**config.mk**
```make
export PLATFORM = sky130hd
export DESIGN_NAME = weight_load_sched
export DESIGN_NICKNAME = d
export VERILOG_FILES = /design/src/rtl/weight_pkg.sv /design/src/rtl/weight_stage_ram.sv /design/src/rtl/weight_load_sched.sv
export SDC_FILE = /design/constraint.sdc
export NUM_CORES = 1
export LEC_CHECK = 0
export CAP_MARGIN = 20
export CORE_UTILIZATION = 40
export DETAILED_ROUTE_END_ITERATION = 16
export PLACE_DENSITY_LB_ADDON = 0.15
export SYNTH_ARGS = -nofsm -noshare
export SYNTH_HDL_FRONTEND = slang
export SYNTH_SLANG_ARGS = --single-unit
```
**constraint.sdc**
```tcl
create_clock -name clk -period 4.3 [get_ports clk]
set_input_delay 0.86 -clock clk [delete_from_list [all_inputs] [get_ports clk]]
set_output_delay 0.86 -clock clk [all_outputs]
set_load 0.01 [all_outputs]
```
**src/rtl/weight_pkg.sv**
```systemverilog
// Shared definitions for the weight load scheduler: default sizes, FSM state
// encoding and the kernel-size legality check.
// Latency: n/a (definitions only). Backpressure: n/a.
package weight_pkg;

  localparam int W_DATA_WIDTH = 16;
  localparam int W_MAX_K      = 16;

  localparam logic [3:0] ST_IDLE    = 4'd0;
  localparam logic [3:0] ST_CAPTURE = 4'd1;
  localparam logic [3:0] ST_SEL     = 4'd2;
  localparam logic [3:0] ST_FLUSH   = 4'd3;
  localparam logic [3:0] ST_REPLAY  = 4'd4;
  localparam logic [3:0] ST_WAITW   = 4'd5;
  localparam logic [3:0] ST_RUN     = 4'd6;
  localparam logic [3:0] ST_RDWAIT  = 4'd7;
  localparam logic [3:0] ST_DONE    = 4'd8;

  // A kernel must hold at least one word and fit in the staging RAM.
  function automatic logic kernel_legal(input logic [7:0] k, input int max_k);
    return (k != 8'd0) && (int'(k) <= max_k);
  endfunction

endpackage

```
**src/rtl/weight_stage_ram.sv**
```systemverilog
// Staging RAM holding one captured kernel: MAX_K x DATA_WIDTH, 1W/1R.
// Latency: write lands on the next clk edge; read is combinational.
// Backpressure: none; ports: we/waddr/wdata write side, raddr/rdata read side.
module weight_stage_ram #(
  parameter int DATA_WIDTH = 16,
  parameter int MAX_K      = 16,
  parameter int AW         = 4
) (
  input  logic                  clk,
  input  logic                  we,
  input  logic [AW-1:0]         waddr,
  input  logic [DATA_WIDTH-1:0] wdata,
  input  logic [AW-1:0]         raddr,
  output logic [DATA_WIDTH-1:0] rdata
);

  // Contents are fully rewritten by every capture before replay, so no reset.
  logic [DATA_WIDTH-1:0] mem [MAX_K];

  always_ff @(posedge clk) begin
    if (we) mem[waddr] <= wdata;
  end

  assign rdata = mem[raddr];

endmodule

```
**src/rtl/weight_load_sched.sv**
```systemverilog
// Captures one kernel from a valid/ready stream, replays it into each
// unconfigured PE buffer (flush pulse + one word/cycle), then runs read passes.
// Latency: data reaches a PE 1 cycle after its flush; s_ready only in CAPTURE,
// WAITW stalls on wb_busy, RDWAIT stalls on wb_rd_valid rise and fall.
// Ports: start/kernel_size/n_passes command; s_* weight stream; wb_* PE buffer
// side; busy/done/skipped/err status.
module weight_load_sched
  import weight_pkg::*;
#(
  parameter int DATA_WIDTH = W_DATA_WIDTH,
  parameter int NUM_PE     = 4,
  parameter int MAX_K      = W_MAX_K,
  parameter int PASS_W     = 8
) (
  input  logic                  clk,
  input  logic                  rstn,
  input  logic                  start,
  input  logic [7:0]            kernel_size,
  input  logic [PASS_W-1:0]     n_passes,
  input  logic [DATA_WIDTH-1:0] s_data,
  input  logic                  s_valid,
  output logic                  s_ready,
  output logic [NUM_PE-1:0]     wb_flush,
  output logic [DATA_WIDTH-1:0] wb_data,
  input  logic [NUM_PE-1:0]     wb_busy,
  input  logic [NUM_PE-1:0]     wb_uncfg,
  output logic                  wb_en,
  input  logic [NUM_PE-1:0]     wb_rd_valid,
  output logic                  busy,
  output logic                  done,
  output logic [NUM_PE-1:0]     skipped,
  output logic                  err
);

  // One extra counter bit so a count of MAX_K is representable.
  localparam int CW = $clog2(MAX_K) + 1;
  localparam int AW = (MAX_K > 1) ? $clog2(MAX_K) : 1;
  localparam int PW = (NUM_PE > 1) ? $clog2(NUM_PE) : 1;

  logic [3:0]            state;
  logic [CW-1:0]         cnt;
  logic [CW-1:0]         k_q;
  logic [PASS_W-1:0]     p_q;
  logic [PW-1:0]         pe;
  logic                  rd_seen;
  logic [DATA_WIDTH-1:0] stage_rdata;
  logic                  accept;
  logic                  last_word;
  logic                  last_pe;
  logic [3:0]            after_load;

  assign accept     = (state == ST_CAPTURE) && s_valid;
  assign last_word  = (cnt == k_q - CW'(1));
  assign last_pe    = (pe == PW'(NUM_PE - 1));
  assign after_load = (p_q != '0) ? ST_RUN : ST_DONE;

  // cnt is the capture write pointer and, after FLUSH clears it, the replay
  // read pointer.
  weight_stage_ram #(
    .DATA_WIDTH (DATA_WIDTH),
    .MAX_K      (MAX_K),
    .AW         (AW)
  ) u_stage (
    .clk   (clk),
    .we    (accept),
    .waddr (cnt[AW-1:0]),
    .wdata (s_data),
    .raddr (cnt[AW-1:0]),
    .rdata (stage_rdata)
  );

  // All strobes decode straight from state so a reset silences them at once.
  assign s_ready  = (state == ST_CAPTURE);
  assign wb_flush = (state == ST_FLUSH) ? (NUM_PE'(1) << pe) : '0;
  assign wb_data  = (state == ST_REPLAY) ? stage_rdata : '0;
  assign wb_en    = (state == ST_RUN);
  assign busy     = (state != ST_IDLE);
  assign done     = (state == ST_DONE);

  always_ff @(posedge clk or negedge rstn) begin
    if (!rstn) begin
      state   <= ST_IDLE;
      cnt     <= '0;
      k_q     <= '0;
      p_q     <= '0;
      pe      <= '0;
      rd_seen <= 1'b0;
      skipped <= '0;
      err     <= 1'b0;
    end else begin
      case (state)
        ST_IDLE: begin
          if (start) begin
            k_q     <= kernel_size[CW-1:0];
            p_q     <= n_passes;
            cnt     <= '0;
            pe      <= '0;
            skipped <= '0;
            if (kernel_legal(kernel_size, MAX_K)) begin
              err   <= 1'b0;
              state <= ST_CAPTURE;
            end else begin
              err   <= 1'b1;
              state <= ST_DONE;
            end
          end
        end
        ST_CAPTURE: begin
          if (s_valid) begin
            cnt <= cnt + CW'(1);
            if (last_word) begin
              pe    <= '0;
              state <= ST_SEL;
            end
          end
        end
        ST_SEL: begin
          // An already-configured PE keeps its old kernel and is skipped.
          if (!wb_uncfg[pe]) begin
            skipped[pe] <= 1'b1;
            if (last_pe) state <= after_load;
            else         pe    <= pe + PW'(1);
          end else begin
            state <= ST_FLUSH;
          end
        end
        ST_FLUSH: begin
          cnt   <= '0;
          state <= ST_REPLAY;
        end
        ST_REPLAY: begin
          if (last_word) state <= ST_WAITW;
          else           cnt   <= cnt + CW'(1);
        end
        ST_WAITW: begin
          if (!wb_busy[pe]) begin
            if (last_pe) begin
              state <= after_load;
            end else begin
              pe    <= pe + PW'(1);
              state <= ST_SEL;
            end
          end
        end
        ST_RUN: begin
          rd_seen <= 1'b0;
          state   <= ST_RDWAIT;
        end
        ST_RDWAIT: begin
          // A pass ends only after every PE has started and then finished.
          if (!rd_seen) begin
            if (&wb_rd_valid) rd_seen <= 1'b1;
          end else if (~|wb_rd_valid) begin
            p_q   <= p_q - PASS_W'(1);
            state <= (p_q > PASS_W'(1)) ? ST_RUN : ST_DONE;
          end
        end
        ST_DONE: state <= ST_IDLE;
        default: state <= ST_IDLE;
      endcase
    end
  end

endmodule

```
==> metrics <==
Setup crit start kind flop; worst skew pair latency 0.55 ns; Clk pwr share 33.9%; R2R Path Start state[0]; worst setup path startpoint cnt[1]; met3 routed WL 1030 um; CP max stage delay 0.79 ns; Reg clk slew, reported paths 0.06 ns; Setup Buffers After CTS 0; commonest cells in the netlist 256 x edfxtp_1, 81 x mux4_2, 36 x nor2_1, 33 x nand2_1, 30 x dfrtp_1; CTS tree yes; port bufs 76; most used flip-flop cell after synthesis edfxtp_1; worst vdd ir 322 uV; synth unique cells 57; clock buffer depth 3; most common cell in the netlist edfxtp_1; status finished clean; Starting DRT DRC Count 428; Synth Cell Area 0.0120 mm2; Detail Route Antenna Nets 0; Die Ht 175 um; hold_buf cts 0; RSZ-0062 raised after global routing false; crit path kind reg2out; top layer in use met4; GRT Overall Usage 17.5%; CP Capture Type primary output; NumNets Final 811; Yosys reg bits 286; Num CTS Buffers 29; CTS Sinks 286; slew margin rel. 36.0%; CTS H-tree lvls 1; maximum clock frequency 0.248 GHz; most frequent CP cell mux4_2; Starting Density 41.2%; Static Leakage 4.59 nW; syn avg cell area 18.3 um2; Area Growth Syn to Fin 19.4%; top post-synthesis cells by area edfxtp_1 64%, mux4_2 15%, dfrtp_1 6.3%; Core Footprint 0.0290 mm2; area leader, netlist edfxtp_1; synthesized instance count 653; Routed WL per cell 22.7 um; initial antenna violation count 0; Hold Startpoint err; NetSw 1.91 mW; GPL Wtd Cong 0.831; post-layout minimum cycle time 4.03 ns; hold crit path type reg2reg; post-DP HPWL 16100 um; share of flip-flops with an asynchronous set or reset 10.5%; fin crit share 93.7%; Ant. Diodes 0; DRC viols 0; register area share after synthesis 70.6%; M1 WL 11100 um; Sw Ratio 26.1%; slowest CP cell dfrtp_2; largest net degree at the start of global routing 44; row count 62; die width 175 um; via count 6274; Int Power 5.42 mW; DR vias/cell 5.43; DIE AREA 0.0306 mm2; max-slew violations 0; final setup fails 0; max cap viols 0; Met2 Routed Length 13500 um; Syn Nets 713; drt pass-1 iters 5; drt total wl 26200 um; global-route wire length before repair 40000 um; clock skew 0.00801 ns; worst path cell trace buf_12, mux4_2, mux4_2, nor2b_1, clkdlybuf4s50_1; number of top-level pins 77; TNS Setup 0 ns; Worst EP arrival 3.17 ns; Worst Hold Slack 0.490 ns; Slew @ Worst Pin 0.960 ns; total gr overflow 0; PwrDens 514 mW/mm2; layout cell share with drive strength beyond 1 23.8%; CTS root buffer clkbuf_16; vias in the first global route 6589; PostCTS Resize Cnt 0; Reg power frac 45.1%; combinational share of power 21.0%; number of flops mapped to enable cells by yosys 256; Tot Pwr 7.33 mW; Final Hold Violating Endpoints 0; yosys warns 0; crit-path max FO 36; Critical Path RT 3.44 ns; post-synth top area share 64.3%
cells by family (layout without fill, tap and decap cells):
kind of cell	count (synthesis)	count (layout)	share of synthesized area [%]
xor+xnor	7	7	0.513
fa+ha+maj	12	12	1.26
mux	88	88	15.9
compound gates	69	69	3.74
simple gates	142	142	6.16
buf+inv	49	168	1.85
flops	286	286	70.6
power by group through the flow:
stage,registers (mW),logic (mW),clock network [mW]
floorplan,3.27,1.18,0
global placement,3.35,1.52,0
detailed placement,3.36,1.56,0
CTS,3.30,1.57,2.54
global route,3.32,1.69,2.64
finish,3.30,1.54,2.49
through the flow:
step | cell area, um2 | util, % | instances | setup slack (ns)
2_1_floorplan | 12000 | - | 653 | 1.40
3_3_place_gp | 13300 | 45.9 | 1103 | 0.821
3_5_place_dp | 13300 | 45.9 | 1103 | 0.815
4_1_cts | 14300 | 49.2 | 1155 | 0.226
5_1_grt | 14300 | 49.2 | 1156 | 0.174
6_report | 14300 | 49.2 | 1156 | 0.272
area by class of cell:
class	count	area (um2)
multi-input cells	318	3340
clock buffers	37	796
fillers	2432	14700
repair buffers	101	1010
well taps	384	480
clock inverters	15	149
inverters	15	56.3
flip-flops and latches	286	8440
final timing paths:
kind                                endpoint  cells past startpoint  slack, ns
max reg2reg                u_stage.mem[2][7]                      6       1.32
max in group asynchronous             p_q[2]                      2       3.34
max                              wb_data[15]                      5       0.27
min reg2reg                              err                      2       0.49
min in group asynchronous            rd_seen                      1       0.53
min                                      err                      2       0.49
placed cells by master (no fill, tap or decap), types with 20 or more instances in the layout:
cell	Yosys	routed
mux4_2	81	81
a21oi_1	21	21
dfrtp_1	30	27
buf_4	4	20
clkbuf_16	0	29
clkdlybuf4s50_1	0	76
nand2_1	33	33
edfxtp_1	256	256
nor2_1	36	24
metal layers:
layer  vias up  track usage (%)
li1       2813                -
met1      3281             23.3
met2       146             30.1
met3        34             2.35
met4         0             4.86
met5         -                0
worst max-delay path: cells and delay by family (launching register included):
| kind | cells | cell delay (ns) |
|---|---|---|
| multiplexers | 2 | 0.85 |
| flip-flops | 1 | 0.79 |
| buffers and inverters | 2 | 0.79 |
| AND/OR/NAND/NOR | 1 | 0.17 |
sequential cells by signal, indices dropped and copies added (netlist names):
| register | cells |
|---|---|
| state | 4 |
| cnt | 5 |
| rd_seen | 1 |
| p_q | 8 |
| k_q | 5 |
| skipped | 4 |
| err | 1 |
| u_stage.mem | 256 |
| pe | 2 |
(Power assumes the default switching activity.)
